--- config.mk ---
export PLATFORM = sky130hd
export DESIGN_NAME = perf_pkt_gen
export DESIGN_NICKNAME = d
export VERILOG_FILES = /design/src/rtl/perf_pkt_gen.sv
export SDC_FILE = /design/constraint.sdc
export NUM_CORES = 1
export LEC_CHECK = 0
export ABC_AREA = 1
export BUFFER_PORTS_ARGS = -buffer_cell sky130_fd_sc_hd__clkbuf_2
export CAP_MARGIN = 0
export CORE_MARGIN = 2
export CORE_UTILIZATION = 55
export DETAILED_ROUTE_END_ITERATION = 8
export PLACE_DENSITY_LB_ADDON = 0.05
export SLEW_MARGIN = 20
export SYNTH_ARGS = -nofsm -noshare
export SYNTH_HDL_FRONTEND = slang
export SYNTH_SLANG_ARGS = --single-unit
export TNS_END_PERCENT = 5
--- constraint.sdc ---
create_clock -name clk -period 7.25 [get_ports clk]
set_input_delay 0.725 -clock clk [delete_from_list [all_inputs] [get_ports clk]]
set_output_delay 0.725 -clock clk [all_outputs]
set_load 0.005 [all_outputs]
--- src/rtl/perf_pkt_gen.sv ---
`default_nettype none
// ============================================================================
// Module   : perf_pkt_gen
// Purpose  : Timestamped descriptor generator for the perf datapath. Emits
//            cfg_pkt_count descriptors (0 = unlimited) on a valid/ready
//            channel. Flow classes are taken round-robin from
//            cfg_class_mask. Each descriptor carries the timestamp sampled
//            on the edge where its tvalid became or stayed asserted.
// Ports    : clk, rst (async, active-high)
//            enable, cfg_gap, cfg_pkt_count, cfg_class_mask : run control
//            timestamp                                      : time base
//            m_tx_axis_tvalid/tready, m_tx_axis_ts,
//            m_tx_flow_class, m_tx_seq                      : descriptor out
//            sent_count, busy, done                         : status
// Options  : `define PERF_PKT_GEN_JITTER_EN adds an LFSR-based random
//            extension of the inter-packet gap.
// Revision : 1.0 - initial release
// ============================================================================
module perf_pkt_gen #(
    parameter int TS_WIDTH    = 64,
    parameter int CLASS_WIDTH = 5,
    parameter int NUM_CLASS   = 5,
    parameter int GAP_WIDTH   = 16,
    parameter int CNT_WIDTH   = 32
) (
    input  logic                   clk,
    input  logic                   rst,
    input  logic                   enable,
    input  logic [GAP_WIDTH-1:0]   cfg_gap,
    input  logic [CNT_WIDTH-1:0]   cfg_pkt_count,
    input  logic [NUM_CLASS-1:0]   cfg_class_mask,
    input  logic [TS_WIDTH-1:0]    timestamp,
    output logic                   m_tx_axis_tvalid,
    input  logic                   m_tx_axis_tready,
    output logic [TS_WIDTH-1:0]    m_tx_axis_ts,
    output logic [CLASS_WIDTH-1:0] m_tx_flow_class,
    output logic [CNT_WIDTH-1:0]   m_tx_seq,
    output logic [CNT_WIDTH-1:0]   sent_count,
    output logic                   busy,
    output logic                   done
);

    localparam logic [1:0] c_st_idle = 2'd0;
    localparam logic [1:0] c_st_send = 2'd1;
    localparam logic [1:0] c_st_gap  = 2'd2;
    localparam logic [1:0] c_st_done = 2'd3;

    logic [1:0]             r_state;
    logic [GAP_WIDTH-1:0]   r_gap;
    logic [CNT_WIDTH-1:0]   r_pkt_count;
    logic [NUM_CLASS-1:0]   r_mask;
    logic [CLASS_WIDTH-1:0] r_class;
    logic [TS_WIDTH-1:0]    r_ts;
    logic [CNT_WIDTH-1:0]   r_seq;
    logic [CNT_WIDTH-1:0]   r_sent;
    logic [GAP_WIDTH-1:0]   r_gap_cnt;

    logic [CNT_WIDTH-1:0]   w_sent_next;
    logic [GAP_WIDTH-1:0]   w_eff_gap;

    // Lowest set bit of the mask; 0 when the mask is empty.
    function automatic logic [CLASS_WIDTH-1:0] f_lowest_class(input logic [NUM_CLASS-1:0] mask);
        logic [CLASS_WIDTH-1:0] result;
        result = '0;
        for (int i = NUM_CLASS - 1; i >= 0; i--) begin
            if (mask[i]) result = CLASS_WIDTH'(i);
        end
        return result;
    endfunction

    // Next set bit strictly above cur, wrapping to the lowest set bit.
    function automatic logic [CLASS_WIDTH-1:0] f_next_class(input logic [NUM_CLASS-1:0] mask,
                                                            input logic [CLASS_WIDTH-1:0] cur);
        logic [CLASS_WIDTH-1:0] result;
        logic                   found;
        result = f_lowest_class(mask);
        found  = 1'b0;
        for (int i = 0; i < NUM_CLASS; i++) begin
            if (!found && mask[i] && (i > int'(cur))) begin
                result = CLASS_WIDTH'(i);
                found  = 1'b1;
            end
        end
        return result;
    endfunction

    assign w_sent_next = r_sent + 1'b1;

`ifdef PERF_PKT_GEN_JITTER_EN
    logic [15:0]          r_lfsr;
    logic [15:0]          w_lfsr_next;
    logic [GAP_WIDTH:0]   w_gap_sum;

    // Right-shifting Fibonacci form of the x^16+x^14+x^13+x^11+1 polynomial.
    assign w_lfsr_next = {r_lfsr[0] ^ r_lfsr[2] ^ r_lfsr[3] ^ r_lfsr[5], r_lfsr[15:1]};
    // One extra bit of headroom so the sum can saturate instead of wrapping.
    assign w_gap_sum   = {1'b0, r_gap} + (GAP_WIDTH+1)'(r_lfsr[3:0]);
    assign w_eff_gap   = w_gap_sum[GAP_WIDTH] ? {GAP_WIDTH{1'b1}} : w_gap_sum[GAP_WIDTH-1:0];

    always_ff @(posedge clk or posedge rst) begin
        if (rst) begin
            r_lfsr <= 16'hACE1;
        end else if (r_state == c_st_idle && enable && |cfg_class_mask) begin
            r_lfsr <= 16'hACE1;
        end else if (r_state == c_st_send && m_tx_axis_tready) begin
            r_lfsr <= w_lfsr_next;
        end
    end
`else
    assign w_eff_gap = r_gap;
`endif

    always_ff @(posedge clk or posedge rst) begin
        if (rst) begin
            r_state     <= c_st_idle;
            r_gap       <= '0;
            r_pkt_count <= '0;
            r_mask      <= '0;
            r_class     <= '0;
            r_ts        <= '0;
            r_seq       <= '0;
            r_sent      <= '0;
            r_gap_cnt   <= '0;
        end else begin
            case (r_state)
                c_st_idle: begin
                    if (enable && |cfg_class_mask) begin
                        r_gap       <= cfg_gap;
                        r_pkt_count <= cfg_pkt_count;
                        r_mask      <= cfg_class_mask;
                        r_class     <= f_lowest_class(cfg_class_mask);
                        r_sent      <= '0;
                        r_seq       <= '0;
                        r_ts        <= timestamp;
                        r_state     <= c_st_send;
                    end
                end
                c_st_send: begin
                    // Descriptor fields are held until the handshake; enable
                    // is only consulted once the beat has been accepted.
                    if (m_tx_axis_tready) begin
                        r_sent  <= w_sent_next;
                        r_seq   <= r_seq + 1'b1;
                        r_class <= f_next_class(r_mask, r_class);
                        if (r_pkt_count != '0 && w_sent_next == r_pkt_count) begin
                            r_state <= c_st_done;
                        end else if (!enable) begin
                            r_state <= c_st_idle;
                        end else if (w_eff_gap == '0) begin
                            r_ts <= timestamp;
                        end else begin
                            r_gap_cnt <= w_eff_gap;
                            r_state   <= c_st_gap;
                        end
                    end
                end
                c_st_gap: begin
                    if (!enable) begin
                        r_state <= c_st_idle;
                    end else if (r_gap_cnt == GAP_WIDTH'(1)) begin
                        r_ts    <= timestamp;
                        r_state <= c_st_send;
                    end else begin
                        r_gap_cnt <= r_gap_cnt - 1'b1;
                    end
                end
                default: begin
                    if (!enable) r_state <= c_st_idle;
                end
            endcase
        end
    end

    assign m_tx_axis_tvalid = (r_state == c_st_send);
    assign m_tx_axis_ts     = r_ts;
    assign m_tx_flow_class  = r_class;
    assign m_tx_seq         = r_seq;
    assign sent_count       = r_sent;
    assign busy             = (r_state == c_st_send) || (r_state == c_st_gap);
    assign done             = (r_state == c_st_done);

endmodule
`default_nettype wire

# ---- Word-level counts from Yosys, hierarchy flattened
# Index checks and enable logic that the tools add are counted.
dict set report op_classes {
  mux 55
  eq_ne 17
  magnitude_cmp 4
  n_reduce_logical 25
  addsub 3
}
# operator count
set ops {}
lappend ops {{64-bit two-way mux} 7}
lappend ops {{64-bit case mux with 3 select lines} 1}
lappend ops {{32-bit case mux with 2 select lines} 2}
lappend ops {{16-bit two-way mux} 6}
lappend ops {{32-bit two-way mux} 3}
lappend ops {{5-bit two-way mux} 14}
lappend ops {{32-bit by 1-bit adder with 32-bit output (second input constant)} 2}
lappend ops {{32-bit == test} 1}
lappend ops {{16-bit case mux with 2 select lines} 1}
lappend ops {{32-bit nonzero test} 1}
lappend ops {{16-bit by 1-bit == test with 1-bit output (second input constant)} 1}
lappend ops {{16-bit zero test} 1}
lappend ops {{2-bit two-way mux} 8}
lappend ops {{16-bit by 1-bit subtractor with 16-bit output (second input constant)} 1}
lappend ops {{2-bit inequality test (second input constant)} 7}
lappend ops {{2-bit by 5-bit greater-than comparator with 1-bit output (first input constant)} 2}
lappend ops {{5-bit case mux with 2 select lines} 1}
lappend ops {{1-bit logical AND} 9}
lappend ops {{1-bit two-way mux} 9}
lappend ops {{8-bit AND reduction} 1}
lappend ops {{7-bit AND reduction} 1}
lappend ops {{3-bit two-way mux} 2}
lappend ops {{2-bit case mux with 3 select lines} 1}
lappend ops {{1-bit by 5-bit greater-than comparator with 1-bit output (first input constant)} 1}
lappend ops {{16 further kinds} 21}
dict set report word_totals {
  reg_bits 204
  input_bits 121
  wordCells 113
  out_inout_bits 136
}

# ---- Logic depth before layout (Yosys ltp)
# Gate-level depths: netlist (run 1).
dict set report depth {
  word_depth 23
  depth_mapped 19
  depth_no_buf 18
}

# ---- Least setup slack after synthesis (run 1)
# No wires, ideal clock.
dict set report synth_path {
  path_type {in2reg}
  start {in cfg_class_mask[0]}
  end {reg r_seq[27] (netlist: m_tx_seq[27])}
  required_ps 7131
  path_stages 14
  setup_time_ps 119
  arrival_ps 2298
  slack_ps 4833
  path_buffers 1
  cell_sequence {nor2_1 -> nand3_1 -> nand3_1 -> o21ai_0 -> nand2_1 -> clkbuf_1 -> nor3_1 -> nand4_1 -> nor2_1 -> nand2_1 -> nor2_1 -> nand3_1 -> nand2_1 -> nor2_1}
}
dict set report synth_via {
  elab_chain_len 4
}
# item line_no
set synth_lines {}
lappend synth_lines {{start, declared} 31} ;# input logic [NUM_CLASS-1:0] cfg_class_mask,
lappend synth_lines {{5-bit OR reduction} 127} ;# if (enable && |cfg_class_mask) begin
lappend synth_lines {{1-bit logical AND} 127}
lappend synth_lines {{2-bit inequality test (no source line)} -}
lappend synth_lines {{3-bit AND reduction (no source line)} -}
lappend synth_lines {{end signal, assigned} 143} ;# r_seq <= r_seq + 1'b1;
lappend synth_lines {{end, declared} 54} ;# logic [CNT_WIDTH-1:0] r_seq;
# Every way passes these cells.
# A chain may end at the register's enable or synchronous reset.

# ---- Final worst setup path (run 1)
dict set report layout_path {
  start {reg r_sent[1] (netlist: sent_count[1])}
  end {reg r_ts[49] (netlist: m_tx_axis_ts[49])}
}
dict set report layout_via {
  elab_chain_len 5
}
# item line_no
set layout_lines {}
lappend layout_lines {{start, declared} 55} ;# logic [CNT_WIDTH-1:0] r_sent;
lappend layout_lines {{start signal, assigned} 142} ;# r_sent <= w_sent_next;
lappend layout_lines {{32-bit by 1-bit adder with 32-bit output} 87} ;# assign w_sent_next = r_sent + 1'b1;
lappend layout_lines {{32-bit == test} 145} ;# if (r_pkt_count != '0 && w_sent_next == r_pkt_count) begin
lappend layout_lines {{1-bit logical AND} 145}
lappend layout_lines {{2-bit inequality test (no source line)} -}
lappend layout_lines {{8-bit AND reduction (no source line)} -}
lappend layout_lines {{end signal, assigned} 134} ;# r_ts <= timestamp;
lappend layout_lines {{end signal, assigned} 150} ;# r_ts <= timestamp;
lappend layout_lines {{end signal, assigned} 161} ;# r_ts <= timestamp;
lappend layout_lines {{end, declared} 53} ;# logic [TS_WIDTH-1:0] r_ts;
# Every way passes these cells.

==> results.md, run 1 <==
- Clock tree from TritonCTS: yes
- Outcome: complete, no violations
- Top cells by area in the synthesized netlist: dfrtp_1 (46%), nand2_1 (19%), nand3_1 (7.8%)
- # Post-CTS Setup Buffers: 0
- R2R Path Start: sent_count[1]$_DFFE_PP0P_
- Count of final setup violators: 0
- Count of H-tree levels built during CTS: 1
- Vias in the first global route: 10423
- Register-to-register setup slack: 3120 ps
- Insertion delay to the later sink of the worst-skew pair: 530 ps
- Overall routed net length: 32700 um
- Count of input and output buffers: 254
- Critical R2R Capture: m_tx_axis_ts[49]$_DFFE_PP0P_
- Last weighted congestion value of the routability-driven placer: 0.950
- Highest clock frequency the design can meet: 0.242 GHz
- Fraction of synthesized cell area taken by the top area cell type: 45.8%
- Die Area: 0.0212 mm2
- Horiz. Die Dim: 146 um
- Critical path startpoint: sent_count[1]$_DFFE_PP0P_
- Predominant post-synthesis flop cell: dfrtp_1
- Post-synthesis cell type count: 48
- Global-route wire length before repair: 53000 um
- Avg Synthesized Cell Area: 7.22 um2
- Starting density of the core: 56.3%
- Max FO, Critical Path: 64
- Number of synthesis warnings: 0
- Synthesis-to-finish area growth: 20.4%
- Overall global routing resource usage: 30.4%
- R2R depth: 16
- Core Rows: 51
- Number of clock buffers inserted by TritonCTS: 24
- Proportion of register bits with asynchronous set or reset after synthesis: 100%
- Setup CP Type: flip-flop to flip-flop
- VDD IR-drop max: 227 uV
- Net count reported at finish: 1896
- DP Worst Slack: 3260 ps
- Final worst slack: 3120 ps
- Ratio of cells with drive above 1 in the final layout: 19.4%
- Wirelength per Cell: 16.0 um
- Worst min path class: primary input to asynchronous set/reset pin
- Worst-path clk slew: 60 ps
- Height of the chip: 146 um
- Largest buffer count on any clock path: 3
- Cell chosen for the clock root: clkbuf_16
- Post-Route Setup TNS: 0 ps
- Sequential share of the synthesized area: 45.8%
- Capturing instance or port of the critical path: m_tx_axis_ts[49]$_DFFE_PP0P_
- WP data arrival: 4590 ps
- DRC marker count from the first detailed-route iteration: 686
- Final worst path period need: 4130 ps
- Synth Register Bits: 202
- Max-slew violation count: 0
- Relative slew slack: 29.2%
- Reported leakage power: 7.00 nW
- Count of hold-fix buffers inserted at cts: 0
- Remaining number of nets flagged by the antenna check after routing: 0
- Share of the clock period used by the worst path after layout: 56.9%
- Number of vias per cell: 5.39
- Reported max-cap violation count: 0
- Cells resized by post-CTS repair: 0
- Clock tree skew after final layout: 20.0 ps
- Pwr/cell area: 397 mW/mm2
- Most numerous cell types in the synthesized netlist: nand2_1 (544), dfrtp_1 (202), nand3_1 (171)
- Setup repair after global routing missed its margin: false
- Antenna violations before repair: 0
- Netlist area before placement: 0.0110 mm2
- Post-synth EDFFs: 0
- Crit start category: flip-flop
- Worst Setup End Kind: flip-flop
- Measured slew at the worst slew-check pin: 1060 ps
- HPWL after DPL: 23700 um
- First-pass iteration count of the detailed router: 5
- Residual DRC: 0
- Number of vias after detailed routing: 11042
- CTS sink count: 202
- Data required time of the worst path: 7710 ps
- Sum of overflow across all layers after global routing: 0
- Cells after Synth: 1528
- Hold violation total from the final report: 0
- Cell type with the highest aggregate area in the netlist: dfrtp_1
- Count of boundary I/O pins: 257
- Dominant cell by count in the synthesized netlist: nand2_1
- Antenna cells: 0
- Maximum number of pins on one net before global-route repair: 108
- Final-layout fill cell count: 1739
- Placeable Area: 0.0196 mm2
-- registers in the layout, summed over array words and instances, names as in the netlist --
name,cells
m_tx_axis_ts,64
m_tx_seq,32
r_mask,5
r_gap_cnt,16
sent_count,32
r_pkt_count,32
r_gap,16
m_tx_flow_class,3
r_state,2
-- cell families (layout without fill, tap and decap cells) --
logic type                 Yosys count  count (layout)  synth area share (%)
adders and majority gates            8               8                 0.907
xor gates and xnor gates            10              10                  1.04
and+or+nand+nor                    944             944                  36.7
buffers and inverters              203             459                  7.58
AOI/OAI and AO/OA                  160             160                  7.96
DFF                                202             202                  45.8
other                                1               2                0.0340
-- placed cells by master (no fill, tap or decap), types with 6 or more instances in the layout --
cell type  count
nor2_4         6
nand3_1      171
nor3_1        19
a21oi_1       28
xor2_1         6
dfrtp_1      202
nand3b_1       9
ha_1           8
nor4_1        10
clkbuf_16     24
clkbuf_8       6
nand4_1       10
o22ai_1       22
inv_1        145
clkbuf_2     254
nand2_1      544
clkinv_2       9
nor2_1       142
buf_4          8
o21ai_0       87
nand2_2       15
-- per-stage QoR --
stage	hold WS (ps)	total power, W	std cells	cell area, um2	util [%]
after floorplan	453	0.00332	1529	11000	-
after global placement	454	0.00397	2006	12500	63.6
after detailed placement	458	0.00403	2006	12500	63.6
after CTS	373	0.00527	2050	13300	67.8
after global routing	362	0.00567	2050	13300	67.8
final	334	0.00527	2050	13300	67.8
-- where the power goes --
part / leakage [nW] / internal [W] / switching, W / total [W]
combinational: 3.98 / 0.000754 / 0.00139 / 0.00215
clock: 0.415 / 0.000742 / 0.000493 / 0.00123
sequential: 2.60 / 0.00154 / 0.000347 / 0.00189
total: 7.00 / 0.00304 / 0.00223 / 0.00527
-- area by class of cell --
| type | instances | area (um2) | area share (%) |
|---|---|---|---|
| clock buffer | 30 | 683 | 5.14 |
| timing repair buffer | 262 | 1330 | 10.0 |
| sequential | 202 | 5050 | 38.0 |
| clock inverter | 14 | 140 | 1.05 |
| multi-input combinational | 1124 | 5160 | 38.9 |
| inverter | 153 | 582 | 4.38 |
| tap | 265 | 332 | 2.50 |
-- worst max-delay path: stages (launching register included) --
cell,delay [ps]
dfrtp_1,420
ha_1,240
nand2_2,120
nor2_8,170
nand3_2,190
o21ai_1,220
nand2_1,100
nand2_1,110
nand2_1,70
nor2_1,100
nand2_1,70
nor2_2,120
nand4_1,810
buf_4,640
nand2_8,410
nand2_1,130
nand2_1,90
-- layer usage --
layer | track usage, % | up-vias | share of wire, %
met5 | 0 | - | 0
met1 | 40.8 | 5124 | 42
met3 | 4.39 | 81 | 6.9
met4 | 10.7 | 0 | 3.7
li1 | - | 5384 | -
met2 | 51.0 | 453 | 47
-- worst min-delay path by stage --
| stage | end | slack, ps | startpoint |
|---|---|---|---|
| 2_1_floorplan | r_gap_cnt[9]$_DFFE_PP0P_ | 450 | r_gap_cnt[9]$_DFFE_PP0P_ |
| 3_3_place_gp | m_tx_axis_ts[56]$_DFFE_PP0P_ | 450 | m_tx_axis_ts[56]$_DFFE_PP0P_ |
| 3_5_place_dp | m_tx_axis_ts[56]$_DFFE_PP0P_ | 460 | m_tx_axis_ts[56]$_DFFE_PP0P_ |
| 4_1_cts | m_tx_axis_ts[18]$_DFFE_PP0P_ | 370 | rst |
| 5_1_grt | m_tx_axis_ts[18]$_DFFE_PP0P_ | 360 | rst |
| 6_report | m_tx_axis_ts[18]$_DFFE_PP0P_ | 330 | rst |
Note: power is estimated with default switching activity, not from simulation.
==> run 2: changes to the inputs <==
--- a/config.mk
+++ b/config.mk
@@ -5,11 +5,11 @@
 export SDC_FILE = /design/constraint.sdc
 export NUM_CORES = 1
 export LEC_CHECK = 0
-export ABC_AREA = 1
+export ABC_AREA = 0
 export BUFFER_PORTS_ARGS = -buffer_cell sky130_fd_sc_hd__clkbuf_2
 export CAP_MARGIN = 0
 export CORE_MARGIN = 2
-export CORE_UTILIZATION = 55
+export CORE_UTILIZATION = 54
 export DETAILED_ROUTE_END_ITERATION = 8
 export PLACE_DENSITY_LB_ADDON = 0.05
 export SLEW_MARGIN = 20
==> constraint.sdc (replaced) <==
create_clock -name clk -period 4.13 [get_ports clk]
set_input_delay 0.413 -clock clk [delete_from_list [all_inputs] [get_ports clk]]
set_output_delay 0.413 -clock clk [all_outputs]
set_load 0.005 [all_outputs]
==> results.md, run 2 <==
- Worst-path clk slew: 60 ps (about the same)
- Post-Route Setup TNS: 0 ps (unchanged)
- Relative slew slack: 39.3% (was 29.2%)
- Ratio of cells with drive above 1 in the final layout: 30.2% (was 19.4%)
- Clock tree from TritonCTS: yes (unchanged)
- Top cells by area in the synthesized netlist: dfrtp_1 (48%), mux2_1 (6.4%), mux2_2 (6.2%) (was dfrtp_1 (46%), nand2_1 (19%), nand3_1 (7.8%))
- Remaining number of nets flagged by the antenna check after routing: 0 (unchanged)
- Number of vias after detailed routing: 8879 (was 11042)
- Height of the chip: 144 um (was 146 um)
- Hold violation total from the final report: 0 (unchanged)
- VDD IR-drop max: 385 uV (was 227 uV)
- Proportion of register bits with asynchronous set or reset after synthesis: 100% (unchanged)
- Count of boundary I/O pins: 257 (unchanged)
- WP data arrival: 4280 ps (was 4590 ps)
- Cell chosen for the clock root: clkbuf_16 (unchanged)
- Horiz. Die Dim: 144 um (was 146 um)
- Worst min path class: primary input to asynchronous set/reset pin (unchanged)
- Net count reported at finish: 1409 (was 1896)
- Crit start category: flip-flop (unchanged)
- Die Area: 0.0207 mm2 (was 0.0212 mm2)
- Critical path's largest stage delay: 680 ps (was 810 ps)
- Number of synthesis warnings: 0 (unchanged)
- Count of final setup violators: 0 (unchanged)
- Predominant post-synthesis flop cell: dfrtp_1 (unchanged)
- Data required time of the worst path: 4520 ps (was 7710 ps)
- HPWL after DPL: 19800 um (was 23700 um)
- Residual DRC: 0 (unchanged)
- Outcome: complete, no violations (unchanged)
- Post-synth EDFFs: 0 (unchanged)
- Flip-flop count of the largest register, all copies and words added: 64 (unchanged)
- Clock tree skew after final layout: 9.53 ps (was 20.0 ps)
- Fraction of synthesized cell area taken by the top area cell type: 47.9% (was 45.8%)
- Netlist area before placement: 0.0106 mm2 (was 0.0110 mm2)
- Count of input and output buffers: 254 (unchanged)
- Count of H-tree levels built during CTS: 1 (unchanged)
- Maximum number of pins on one net before global-route repair: 203 (was 108)
- Post-synthesis cell type count: 70 (was 48)
- Share of total power consumed by net switching: 36.2% (was 42.4%)
- Worst Setup End Kind: flip-flop (unchanged)
- Highest clock frequency the design can meet: 0.258 GHz (was 0.242 GHz)
- Sum of overflow across all layers after global routing: 0 (unchanged)
- Antenna cells: 0 (unchanged)
- Vias in the first global route: 8285 (was 10423)
- Setup repair after global routing missed its margin: false (unchanged)
- Cell with the biggest individual delay on the critical path: or4_4 (was nand4_1)
- Final standard cell utilization of the core: 66.8% (was 67.8%)
- Overall routed net length: 27400 um (was 32700 um)
- Reported leakage power: 5.79 nW (was 7.00 nW)
- Cell-internal power: 0.00545 W (was 0.00304 W)
- Core Rows: 51 (unchanged)
- PnR Total Power: 0.00854 W (was 0.00527 W)
- Setup CP Type: flip-flop to flip-flop (unchanged)
- Pwr/cell area: 661 mW/mm2 (was 397 mW/mm2)
- Max FO, Critical Path: 12 (was 64)
- Register-to-register setup slack: 250 ps (was 3120 ps)
- Last weighted congestion value of the routability-driven placer: 0.946 (was 0.950)
- Measured slew at the worst slew-check pin: 902 ps (was 1060 ps)
- Commonest cells after routing, fill and taps aside: clkbuf_2 (254), dfrtp_1 (202), nor2_1 (89) (was nand2_1 (544), clkbuf_2 (254), dfrtp_1 (202))
- Comb pwr share: 38.2% (was 40.7%)
- Ordered cell list for the critical path: nand4_1 -> or4_4 -> xnor2_1 -> or4_1 -> nor4_1 -> nand4_1 -> or4_1 -> a31oi_1 -> mux2_2 (was ha_1 -> nand2_2 -> nor2_8 -> nand3_2 -> o21ai_1 -> nand2_1 -> nand2_1 -> nand2_1 -> nor2_1 -> nand2_1 -> nor2_2 -> nand4_1 -> buf_4 -> nand2_8 -> nand2_1 -> nand2_1)
- Cells after Synth: 1026 (was 1528)
- Share of power burned in registers: 39.3% (was 35.8%)
- Reported max-cap violation count: 0 (unchanged)
- # Post-CTS Setup Buffers: 0 (unchanged)
- Dominant cell by count in the synthesized netlist: dfrtp_1 (was nand2_1)
- Final worst path period need: 3880 ps (was 4130 ps)
- Placeable Area: 0.0193 mm2 (was 0.0196 mm2)
- Overall global routing resource usage: 26.1% (was 30.4%)
- Part of the total power dissipated in the clock network: 22.6% (was 23.4%)
- First-pass iteration count of the detailed router: 5 (unchanged)
- CTS sink count: 202 (unchanged)
- Cell type with the highest aggregate area in the netlist: dfrtp_1 (unchanged)
- Share of the clock period used by the worst path after layout: 94.0% (was 56.9%)
- Wirelength per Cell: 17.6 um (was 16.0 um)
- Number of clock buffers inserted by TritonCTS: 23 (was 24)
- Synth Register Bits: 202 (unchanged)
- Largest buffer count on any clock path: 3 (unchanged)
- Most common cell after layout, fill and taps aside: clkbuf_2 (was nand2_1)
- Synthesis-to-finish area growth: 22.3% (was 20.4%)
- Net load switching power: 0.00309 W (was 0.00223 W)
- Starting density of the core: 54.6% (was 56.3%)
- Insertion delay to the later sink of the worst-skew pair: 510 ps (was 530 ps)
- DRC marker count from the first detailed-route iteration: 556 (was 686)
- Number of vias per cell: 5.69 (was 5.39)
- Antenna violations before repair: 0 (unchanged)
- Fin Hold WS: 6.96 ps (was 334 ps)
- Sequential share of the synthesized area: 47.9% (was 45.8%)
- Max-slew violation count: 0 (unchanged)
- Avg Synthesized Cell Area: 10.3 um2 (was 7.22 um2)
- Global-route wire length before repair: 43100 um (was 53000 um)
- Most numerous cell types in the synthesized netlist: dfrtp_1 (202), nor2_1 (90), nand2_1 (79) (was nand2_1 (544), dfrtp_1 (202), nand3_1 (171))
## run 2: cell count changes after synthesis, sizes merged, moves of 37 or more
cell,before,now
nand2,561,79
nor2,154,90
nand3,172,23
mux2,0,118
inv,149,21
xnor2,2,39
## run 2: what timing repair did
item | CTS | global route
hold buffers | 0 | 0
gates resized for setup | 0 | 2
endpoints found under the setup margin | 0 | 65
## run 2: cell type report
cell class	count	area [um2]
Fill cell	1597	6410
Multi-Input combinational cell	744	5150
Sequential cell	202	5050
Timing Repair Buffer	288	1580
Clock buffer	37	688
Tap cell	265	332
Inverter	21	82.6
Clock inverter	4	23.8
## run 2: per-layer routing
metal  GRT usage [%]  wire (um)  vias to the layer above
met4            8.05        618                        0
li1                -          -                     4233
met1            35.4      11700                     4327
met5               0          0                        -
met2            42.7      13400                      278
met3            4.97       1710                       41
## run 2: kinds of logic (layout without fill, tap and decap cells)
logic type                 Yosys count  after routing  share of synthesized area, %
AOI/OAI and AO/OA                  192            192                          11.7
xor gates and xnor gates            71             71                          6.03
adders and majority gates            8              8                         0.948
buffers and inverters               81            350                          3.51
DFF                                202            202                          47.9
muxes                              122            122                          13.0
other                                1              2                        0.0355
and+or+nand+nor                    349            349                          17.0
## run 2: final timing paths
kind,start,endpoint,depth (start not counted)
max in group asynchronous,rst,r_pkt_count[1]$_DFFE_PP0P_,4
min reg2reg,m_tx_axis_ts[0]$_DFFE_PP0P_,m_tx_axis_ts[0]$_DFFE_PP0P_,1
max,sent_count[8]$_DFFE_PP0P_,r_state[0]$_DFFE_PP0P_,9
min in group clk,timestamp[49],m_tx_axis_ts[49]$_DFFE_PP0P_,2
max reg2reg,sent_count[8]$_DFFE_PP0P_,r_state[0]$_DFFE_PP0P_,9
min,rst,m_tx_axis_ts[16]$_DFFE_PP0P_,3
## run 2: metrics by stage
step	worst slack, ps	instances	instance area (um2)
global route	19.0	1561	12900
detailed placement	135	1519	12200
floorplan	344	1027	10600
finish	249	1561	12900
global placement	230	1519	12200
CTS	109	1560	12900
## run 2: worst max-delay path: cells and delay by family, from the launching register on
kind | cells | cell delay (ps)
and+or+nand+nor | 6 | 2440
DFF | 1 | 510
muxes | 1 | 360
xor gates and xnor gates | 1 | 180
AOI/OAI and AO/OA | 1 | 270
## run 2: power groups by stage
stage / combinational [W] / clock (W) / sequential (W)
after global placement: 0.00320 / 0 / 0.00335
final: 0.00326 / 0.00193 / 0.00335
after floorplan: 0.00227 / 0 / 0.00323
after CTS: 0.00327 / 0.00198 / 0.00335
after detailed placement: 0.00326 / 0 / 0.00337
after global routing: 0.00361 / 0.00206 / 0.00345
